## config.mk

```make
export PLATFORM = sky130hd
export DESIGN_NAME = mc_control
export DESIGN_NICKNAME = d
export VERILOG_FILES = /design/src/rtl/mc_control.sv
export SDC_FILE = /design/constraint.sdc
export NUM_CORES = 1
export LEC_CHECK = 0
export CAP_MARGIN = 5
export CELL_PAD_IN_SITES_DETAIL_PLACEMENT = 2
export CELL_PAD_IN_SITES_GLOBAL_PLACEMENT = 2
export CORE_MARGIN = 1.5
export CORE_UTILIZATION = 16
export CTS_BUF_LIST = sky130_fd_sc_hd__clkbuf_16
export DETAILED_ROUTE_END_ITERATION = 8
export GPL_ROUTABILITY_DRIVEN = 0
export PLACE_DENSITY = 0.93
export SLEW_MARGIN = 10
export SYNTH_ARGS = -nofsm -noshare
export SYNTH_HDL_FRONTEND = slang
export SYNTH_SLANG_ARGS = --single-unit
```

## constraint.sdc

```tcl
create_clock -name clk -period 2.85 [get_ports clk]
set_input_delay 0.4275 -clock clk [delete_from_list [all_inputs] [get_ports clk]]
set_output_delay 0.4275 -clock clk [all_outputs]
set_load 0.05 [all_outputs]
```

## src/rtl/mc_control.sv

```systemverilog
// Multi-cycle control FSM for the MIPS-subset core: sequences fetch, decode,
// execute, memory and writeback over a shared memory port with fixed latency.
module mc_control #(
    parameter int MEM_LAT    = 1,
    parameter bit BLEZALS_EN = 1'b1
) (
    input  logic        clk,
    input  logic        rst_n,
    input  logic [31:0] instr,
    input  logic        zero,
    input  logic        lez,
    input  logic        stall,
    output logic [2:0]  state,
    output logic        ir_we,
    output logic        pc_we,
    output logic        mem_re,
    output logic        mem_we,
    output logic        reg_we,
    output logic [1:0]  pc_src,
    output logic [1:0]  reg_dst,
    output logic [1:0]  mem_to_reg,
    output logic        alu_src_b,
    output logic [2:0]  alu_ctrl,
    output logic [1:0]  ext_op,
    output logic        illegal
);
    localparam int CW = $clog2(MEM_LAT + 1);
    localparam logic [CW-1:0] LAST = CW'(MEM_LAT - 1);

    localparam logic [2:0] ALU_ADD = 3'b000;
    localparam logic [2:0] ALU_SUB = 3'b001;
    localparam logic [2:0] ALU_OR  = 3'b010;

    typedef enum logic [2:0] {INIT, FETCH, DECODE, EXEC, MEM, WB} state_t;

    state_t        cur, nxt;
    logic [CW-1:0] cnt;
    logic          last;

    logic [5:0] op, func;
    logic is_addu, is_subu, is_jr, is_ori, is_lui, is_lw, is_sw;
    logic is_beq, is_j, is_jal, is_blez, is_alu, legal;
    logic [2:0] alu_op;
    logic [1:0] alu_ext;
    logic       alu_b;
    logic       unused_instr;

    assign op           = instr[31:26];
    assign func         = instr[5:0];
    assign unused_instr = ^instr[25:6];

    assign is_addu = (op == 6'h00) && (func == 6'h21);
    assign is_subu = (op == 6'h00) && (func == 6'h23);
    assign is_jr   = (op == 6'h00) && (func == 6'h08);
    assign is_ori  = (op == 6'h0d);
    assign is_lui  = (op == 6'h0f);
    assign is_lw   = (op == 6'h23);
    assign is_sw   = (op == 6'h2b);
    assign is_beq  = (op == 6'h04);
    assign is_j    = (op == 6'h02);
    assign is_jal  = (op == 6'h03);
    assign is_blez = BLEZALS_EN && (op == 6'h3c);
    assign is_alu  = is_addu | is_subu | is_ori | is_lui;
    assign legal   = is_alu | is_jr | is_lw | is_sw | is_beq | is_j | is_jal | is_blez;

    // ALU-op controls are shared by EXEC and WB so the result stays stable while written back
    assign alu_op  = is_subu ? ALU_SUB : (is_ori ? ALU_OR : ALU_ADD);
    assign alu_ext = is_lui ? 2'd2 : 2'd0;
    assign alu_b   = is_ori | is_lui;

    assign last  = (cnt == LAST);
    assign state = cur;

    // Counter restarts on every state change, so it is zero on entry to FETCH and MEM
    always_ff @(posedge clk or negedge rst_n) begin
        if (!rst_n) begin
            cur <= INIT;
            cnt <= '0;
        end else if (!stall) begin
            cur <= nxt;
            cnt <= (nxt != cur) ? '0 : cnt + CW'(1);
        end
    end

    always_comb begin
        nxt        = cur;
        ir_we      = 1'b0;
        pc_we      = 1'b0;
        mem_re     = 1'b0;
        mem_we     = 1'b0;
        reg_we     = 1'b0;
        pc_src     = 2'd0;
        reg_dst    = 2'd0;
        mem_to_reg = 2'd0;
        alu_src_b  = 1'b0;
        alu_ctrl   = ALU_ADD;
        ext_op     = 2'd0;
        illegal    = 1'b0;
        unique case (cur)
            INIT: nxt = FETCH;
            FETCH: begin
                mem_re = 1'b1;
                if (last) begin
                    ir_we = 1'b1;
                    pc_we = 1'b1;
                    nxt   = DECODE;
                end
            end
            DECODE: begin
                if (!legal) begin
                    illegal = 1'b1;
                    nxt     = FETCH;
                end else begin
                    nxt = EXEC;
                end
            end
            EXEC: begin
                nxt = FETCH;
                if (is_alu) begin
                    alu_ctrl  = alu_op;
                    ext_op    = alu_ext;
                    alu_src_b = alu_b;
                    nxt       = WB;
                end else if (is_lw || is_sw) begin
                    ext_op    = 2'd1;
                    alu_src_b = 1'b1;
                    nxt       = MEM;
                end else if (is_beq) begin
                    alu_ctrl = ALU_SUB;
                    ext_op   = 2'd3;
                    pc_src   = 2'd1;
                    pc_we    = zero;
                end else if (is_j) begin
                    pc_src = 2'd2;
                    pc_we  = 1'b1;
                end else if (is_jr) begin
                    pc_src = 2'd3;
                    pc_we  = 1'b1;
                end else if (is_jal) begin
                    pc_src     = 2'd2;
                    pc_we      = 1'b1;
                    reg_we     = 1'b1;
                    reg_dst    = 2'd2;
                    mem_to_reg = 2'd2;
                end else if (is_blez) begin
                    ext_op     = 2'd3;
                    pc_src     = 2'd1;
                    pc_we      = lez;
                    reg_we     = lez;
                    reg_dst    = 2'd2;
                    mem_to_reg = 2'd2;
                end
            end
            MEM: begin
                ext_op    = 2'd1;
                alu_src_b = 1'b1;
                if (is_lw) begin
                    mem_re = 1'b1;
                    if (last) nxt = WB;
                end else begin
                    mem_we = last & is_sw;
                    if (last) nxt = FETCH;
                end
            end
            WB: begin
                reg_we     = 1'b1;
                reg_dst    = (is_ori || is_lui || is_lw) ? 2'd1 : 2'd0;
                mem_to_reg = is_lw ? 2'd1 : 2'd0;
                if (is_alu) begin
                    alu_ctrl  = alu_op;
                    ext_op    = alu_ext;
                    alu_src_b = alu_b;
                end
                nxt = FETCH;
            end
            default: nxt = INIT;
        endcase
        // Stall freezes sequencing: enables are withheld and re-issued once stall drops
        if (stall) begin
            ir_we   = 1'b0;
            pc_we   = 1'b0;
            mem_we  = 1'b0;
            reg_we  = 1'b0;
            illegal = 1'b0;
        end
    end
endmodule
```

After elaboration in Yosys (flattened, before gate mapping)
Cells that the tools add are included.
{"block": "totals", "ff_bits": 4, "latchBits": 0, "mem_bits_rw": 0, "mem_bits_ro": 0, "input_bits": 37, "wordCells": 118, "mem_count": 0}
{"block": "op_classes", "n_addsub": 1, "mul": 0, "n_div": 0, "order_cmp": 0, "eq_ne": 17, "shifts": 0, "muxes": 76, "n_bitwise": 13, "reduce_logical": 9}
{"operator": "$mux 2", "n": 28}
{"operator": "$mux 1", "n": 33}
{"operator": "$eq 6x6->1 const B", "n": 5}
{"operator": "$eq 6x4->1 const B", "n": 3}
{"operator": "$mux 3", "n": 6}
{"operator": "$pmux 3 s5", "n": 1}
{"operator": "$eq 6x2->1 const B", "n": 2}
{"operator": "$pmux 2 s2", "n": 3}
{"operator": "$or 1x1->1", "n": 11}
{"operator": "$eq 3x2->1 const B", "n": 2}
{"operator": "$eq 3x3->1 const B", "n": 2}
{"operator": "$eq 6x3->1 const B", "n": 1}
{"operator": "$logic_not 6->1", "n": 1}
{"operator": "$pmux 1 s2", "n": 3}
{"operator": "$pmux 2 s3", "n": 1}
{"operator": "$eq 3x1->1 const B", "n": 1}
{"operator": "$logic_and 1x1->1", "n": 3}
{"operator": "$logic_not 3->1", "n": 1}
{"operator": "$logic_or 1x1->1", "n": 3}
{"operator": "$ne 3x3->1", "n": 1}
{"operator": "$pmux 1 s3", "n": 1}
{"operator": "$reduce_or 2->1", "n": 1}
{"operator": "$add 1x1->1 const B", "n": 1}
{"operator": "$and 1x1->1", "n": 1}
{"operator": "$not 1->1", "n": 1}

Longest topological paths before layout
{"block": "logic_depth", "ltp_word": 16, "depth_mapped": 6}

Worst setup path after synthesis
No wires, ideal clock.
{"block": "synth_timing", "path_kind": "register -> output", "startpoint": "register cur[1], in the netlist state[1]", "endpoint": "output mem_we", "t_arrival_ps": 2588, "required_ps": 2423, "setup_slack_ps": -165, "path_stages_with_launch": 4, "path_buffers": 1, "path_cell_list": "dfrtp_1 > clkbuf_1 > nand2b_1 > nor4_1"}
{"block": "synth_via", "elab_chain_len": 3}
{"item": "start, declared", "line_no": "36", "text": "state_t cur, nxt;"}
{"item": "start signal, assigned", "line_no": "80", "text": "cur <= nxt;"}
{"item": "$eq 3x3->1", "line_no": "99", "text": "unique case (cur)"}
{"item": "$mux 1", "line_no": "99"}
{"item": "$mux 1", "line_no": "179", "text": "if (stall) begin"}
{"item": "end, declared", "line_no": "17", "text": "output logic mem_we,"}
No other way between the ends.

Worst setup path after layout
{"block": "layout_timing", "startpoint": "input instr[29]", "endpoint": "output reg_we"}
{"block": "layout_via", "elab_chain_len": 10, "elab_cells_between_ends": 25, "cone_classes": "8 x eq/ne; 9 x mux; 3 x bitwise; 5 x reduce/logical"}
{"item": "start, declared", "line_no": "9", "text": "input logic [31:0] instr,"}
{"item": "$eq 6x6->1", "line_no": "62", "text": "assign is_blez = BLEZALS_EN && (op == 6'h3c);"}
{"item": "$mux 1", "line_no": "145", "text": "end else if (is_blez) begin"}
{"item": "$mux 1", "line_no": "139", "text": "end else if (is_jal) begin"}
{"item": "$mux 1", "line_no": "136", "text": "end else if (is_jr) begin"}
{"item": "$mux 1", "line_no": "133", "text": "end else if (is_j) begin"}
{"item": "$mux 1", "line_no": "128", "text": "end else if (is_beq) begin"}
{"item": "$mux 1", "line_no": "124", "text": "end else if (is_lw || is_sw) begin"}
{"item": "$mux 1 (*)", "line_no": "119", "text": "if (is_alu) begin"}
{"item": "$pmux 1 s2 (*)", "line_no": "99"}
{"item": "$mux 1 (*)", "line_no": "179"}
{"item": "end, declared", "line_no": "18", "text": "output logic reg_we,"}
Every way passes the cells marked *; elsewhere a longest branch is shown, timed or not.

==> impl_results.html <==
<table>
<tr><th>Metric</th><th>Value</th></tr>
<tr><th colspan="2">Timing</th></tr>
<tr><td>Post-route worst hold slack</td><td>0.403 ns</td></tr>
<tr><td>Final sum of negative setup slack</td><td>0 ns</td></tr>
<tr><td>Fin Clk Skew</td><td>0.000634 ns</td></tr>
<tr><td>Shortest clock period the worst path allows after layout</td><td>2.69 ns</td></tr>
<tr><td>Final worst-path cycle share</td><td>0.942</td></tr>
<tr><td>Max-Slew Margin vs Limit</td><td>0.666</td></tr>
<tr><td>Setup repair after global routing missed its margin</td><td>false</td></tr>
<tr><td>Count of final hold-check violations</td><td>0</td></tr>
<tr><td>Number of pins with negative max-slew slack in the final report</td><td>0</td></tr>
<tr><td>Max Fclk</td><td>372 MHz</td></tr>
<tr><td>Transition time at the pin with the least slew margin</td><td>0.500 ns</td></tr>
<tr><td># setup viols final</td><td>0</td></tr>
<tr><th colspan="2">Clock network</th></tr>
<tr><td>Cts repair resizes</td><td>0</td></tr>
<tr><td>Clock latency on the worst-skew pair</td><td>0.22 ns</td></tr>
<tr><td>Worst-case clock buffer depth</td><td>2</td></tr>
<tr><td>Setup Buffers After CTS</td><td>0</td></tr>
<tr><td>CTS sink count</td><td>4</td></tr>
<tr><td>Clock transition at the registers of the reported paths</td><td>0.03 ns</td></tr>
<tr><td>Level count of the clock H-tree</td><td>1</td></tr>
<tr><td>TritonCTS clock tree</td><td>built</td></tr>
<tr><td>Total clock buffers created by CTS</td><td>3</td></tr>
<tr><td>Post-CTS Hold Fix Bufs</td><td>0</td></tr>
<tr><td>Clock root cell</td><td>sky130_fd_sc_hd__clkbuf_16</td></tr>
<tr><th colspan="2">Power</th></tr>
<tr><td>Worst voltage drop across the vdd grid</td><td>0.000578 V</td></tr>
<tr><td>Static leakage power</td><td>0.000514 uW</td></tr>
<tr><td>Pwr Density</td><td>546 nW/um^2</td></tr>
<tr><th colspan="2">Drt</th></tr>
<tr><td>DRT Wirelength</td><td>2.82 mm</td></tr>
<tr><td>Ratio of routed vias to standard cells</td><td>4.65</td></tr>
<tr><td>First-pass detailed-route iteration total</td><td>4</td></tr>
<tr><td>Detailed-route via count</td><td>846</td></tr>
<tr><td>Count of nets left with antenna violations after detail routing</td><td>0</td></tr>
<tr><td>Remaining routing DRC violations</td><td>0</td></tr>
<tr><td>DR WL/cell</td><td>15.5 microns</td></tr>
<tr><td>Initial detailed-routing violation count</td><td>18</td></tr>
<tr><th colspan="2">Global route</th></tr>
<tr><td>Antenna violations before repair</td><td>0</td></tr>
<tr><td>Global-route usage over all layers</td><td>0.136</td></tr>
<tr><td>Pin count of the biggest net entering global routing</td><td>16</td></tr>
<tr><td>GRT Residual Overflow</td><td>0</td></tr>
<tr><td>First-pass GRT wire length</td><td>4.72 mm</td></tr>
<tr><td>Via count of the first global-routing pass</td><td>926</td></tr>
<tr><th colspan="2">Worst setup path</th></tr>
<tr><td>Max FO, Critical Path</td><td>7</td></tr>
<tr><td>Worst Path Required</td><td>2.42 ns</td></tr>
<tr><td>Largest stage delay, worst path</td><td>0.54 ns</td></tr>
<tr><td>Capturing element type of the critical path</td><td>output pin</td></tr>
<tr><td>Type of the worst setup path</td><td>in2out</td></tr>
<tr><td>Crit path max-delay family</td><td>buffers and inverters</td></tr>
<tr><td>Critical Path, Cell by Cell</td><td>clkdlybuf4s50_1 -&gt; nor4_2 -&gt; nand3_1 -&gt; a21o_1 -&gt; a21oi_1 -&gt; buf_12</td></tr>
<tr><td>Data arrival at the endpoint of the critical path</td><td>2.26 ns</td></tr>
<tr><td>Buffer and inverter count on the worst path</td><td>2</td></tr>
<tr><td>Startpoint type of the worst setup path</td><td>input port</td></tr>
<tr><td>Cell with the largest stage delay on the worst path</td><td>sky130_fd_sc_hd__clkdlybuf4s50_1</td></tr>
<tr><th colspan="2">Finish</th></tr>
<tr><td># nets final</td><td>171</td></tr>
<tr><td>Antenna diode instance count</td><td>0</td></tr>
<tr><td>Growth of design area from synthesis to finish</td><td>102%</td></tr>
<tr><td>Ratio of cells with drive above 1 in the final layout</td><td>0.258</td></tr>
<tr><td># fillers</td><td>448</td></tr>
<tr><th colspan="2">Synth</th></tr>
<tr><td>Top area cells in the synthesized netlist</td><td>sky130_fd_sc_hd__dfrtp_1, sky130_fd_sc_hd__nor2b_1, sky130_fd_sc_hd__a21oi_1</td></tr>
<tr><td>Most used flip-flop cell after synthesis</td><td>sky130_fd_sc_hd__dfrtp_1</td></tr>
<tr><td>Synth Area in Compound Gates</td><td>0.254</td></tr>
<tr><td>Mean Syn Cell Area</td><td>7.12 sq um</td></tr>
<tr><td>Most frequent cells after synthesis</td><td>sky130_fd_sc_hd__nand2_1, sky130_fd_sc_hd__a21oi_1, sky130_fd_sc_hd__nor2_1, sky130_fd_sc_hd__o21ai_0, sky130_fd_sc_hd__nor2b_1</td></tr>
<tr><td>Number of distinct library cell variants in the gate-level netlist after synthesis</td><td>37</td></tr>
<tr><td>Most frequent cell after synthesis</td><td>sky130_fd_sc_hd__nand2_1</td></tr>
<tr><td>Main combinational cell family by area after synthesis</td><td>simple AND/OR/NAND/NOR gates</td></tr>
<tr><td>Proportion of register bits with asynchronous set or reset after synthesis</td><td>1.00</td></tr>
<tr><td>Area of the mapped netlist</td><td>669 sq um</td></tr>
<tr><td>Count of yosys warnings during synthesis</td><td>0</td></tr>
<tr><td>Top cell type by total area after synthesis</td><td>sky130_fd_sc_hd__dfrtp_1</td></tr>
<tr><td>Post-synth EDFFs</td><td>0</td></tr>
<tr><td>Arithmetic-cell share of the synthesized area counting full adders, half adders and majority gates</td><td>0</td></tr>
<tr><td>Post-Synth XOR/XNOR Area</td><td>0</td></tr>
<tr><td>Synthesized netlist net count</td><td>131</td></tr>
<tr><td>Area fraction of the dominant cell type after synthesis</td><td>0.150</td></tr>
<tr><td>Synthesized flop and latch total</td><td>4</td></tr>
<tr><td>Post-synthesis share of cell area spent on and, or, nand and nor gates</td><td>0.520</td></tr>
<tr><td>Share of synthesized area spent on multiplexers</td><td>0.0150</td></tr>
<tr><td>Post-Synthesis Cells</td><td>94</td></tr>
<tr><td>Post-synthesis sequential area ratio</td><td>0.150</td></tr>
<tr><th colspan="2">Floorplan</th></tr>
<tr><td>Area enclosed by the die boundary</td><td>4580 sq um</td></tr>
<tr><td>Total I/O pin count</td><td>58</td></tr>
<tr><td>Die span in y</td><td>67.7 microns</td></tr>
<tr><td>Count of standard-cell rows</td><td>23</td></tr>
<tr><td>Core Box Area</td><td>4000 sq um</td></tr>
<tr><td>Die Width</td><td>67.7 microns</td></tr>
<tr><td>Starting Density</td><td>0.167</td></tr>
<tr><th colspan="2">Worst hold path</th></tr>
<tr><td>Worst hold path type</td><td>in2async</td></tr>
<tr><th colspan="2">Placed design</th></tr>
<tr><td>Number of port buffers</td><td>36</td></tr>
<tr><td>Placed wire-length estimate</td><td>2.36 mm</td></tr>
<tr><th colspan="2">Job</th></tr>
<tr><td>Number of maximum-capacitance constraint violations</td><td>0</td></tr>
<tr><th colspan="2">Outcome</th></tr>
<tr><td>Run status</td><td>finished clean</td></tr>
</table>
-- placed cells by master, fill, tap and decap left out, types with 2 or more instances in the layout --
cell | netlist | layout
sky130_fd_sc_hd__o21ai_0 | 7 | 7
sky130_fd_sc_hd__nor3_1 | 2 | 2
sky130_fd_sc_hd__nor2_1 | 7 | 7
sky130_fd_sc_hd__o22ai_1 | 2 | 2
sky130_fd_sc_hd__nand2b_1 | 3 | 3
sky130_fd_sc_hd__and2_1 | 3 | 3
sky130_fd_sc_hd__nand3_1 | 5 | 5
sky130_fd_sc_hd__nand3b_1 | 3 | 3
sky130_fd_sc_hd__and3_1 | 2 | 2
sky130_fd_sc_hd__clkdlybuf4s50_1 | 0 | 19
sky130_fd_sc_hd__nand4_1 | 2 | 2
sky130_fd_sc_hd__o21ai_1 | 2 | 2
sky130_fd_sc_hd__buf_4 | 3 | 5
sky130_fd_sc_hd__nor2b_1 | 6 | 6
sky130_fd_sc_hd__nor4_2 | 1 | 2
sky130_fd_sc_hd__a21oi_1 | 7 | 6
sky130_fd_sc_hd__a21o_1 | 4 | 4
sky130_fd_sc_hd__nand2_1 | 9 | 9
sky130_fd_sc_hd__o31a_1 | 2 | 2
sky130_fd_sc_hd__dfrtp_1 | 4 | 4
sky130_fd_sc_hd__buf_12 | 0 | 17
sky130_fd_sc_hd__clkbuf_16 | 0 | 3
-- flip-flops by register name, indices dropped and copies added, names as in the netlist --
name / cells
cnt: 1
state: 3
-- cell families after synthesis --
kind of cell	after synthesis
multiplexers	1
other	1
flip-flops	4
buffers and inverters	7
AND/OR/NAND/NOR	53
AO/OA/AOI/OAI	28
-- power by group --
part	switching (uW)	internal (uW)	leakage [uW]
Sequential	46.9	68.7	0.0000534
Clock	37.9	179	0.0000370
Combinational	227	179	0.000424
-- layer usage --
| layer | global-route usage | part of all wire |
|---|---|---|
| met1 | 0.167 | 0.43 |
| met2 | 0.250 | 0.52 |
| met3 | 0.0183 | 0.049 |
| met4 | 0.0306 | 0 |
| met5 | 0 | 0 |
-- final timing paths --
check                                     start                   end  slack, ns  depth (start not counted)
hold reg to reg                 cnt$_DFFE_PN0N_       cnt$_DFFE_PN0N_       0.58                          1
hold / removal                            rst_n       cnt$_DFFE_PN0N_       0.40                          1
min in group clk                cnt$_DFFE_PN0N_       cnt$_DFFE_PN0N_       0.58                          1
max in group asynchronous                 rst_n  state[1]$_DFFE_PN0N_       2.29                          1
setup / recovery                      instr[29]                reg_we       0.16                          6
setup reg to reg           state[1]$_DFFE_PN0N_  state[1]$_DFFE_PN0N_       1.43                          4
-- final cells by class --
cell class | count | area [sq um] | area share
Inverter | 1 | 3.75 | 0.00278
Tap cell | 50 | 62.6 | 0.0463
Timing Repair Buffer | 41 | 568 | 0.420
Clock buffer | 3 | 75.1 | 0.0556
Multi-Input combinational cell | 83 | 542 | 0.401
Sequential cell | 4 | 100 | 0.0741
-- through the flow --
| stage | setup WS [ns] | total power (uW) | util | std cells | instance area (sq um) |
|---|---|---|---|---|---|
| floorplan | 0.0204 | 332 | - | 94 | 679 |
| CTS | 0.141 | 753 | 0.338 | 182 | 1350 |
| global route | 0.00181 | 783 | 0.338 | 182 | 1350 |
| detailed placement | 0.155 | 525 | 0.319 | 179 | 1280 |
| finish | 0.165 | 738 | 0.338 | 182 | 1350 |
| global placement | 0.196 | 510 | 0.319 | 179 | 1280 |
No activity file was read; power rests on OpenSTA's default activity.
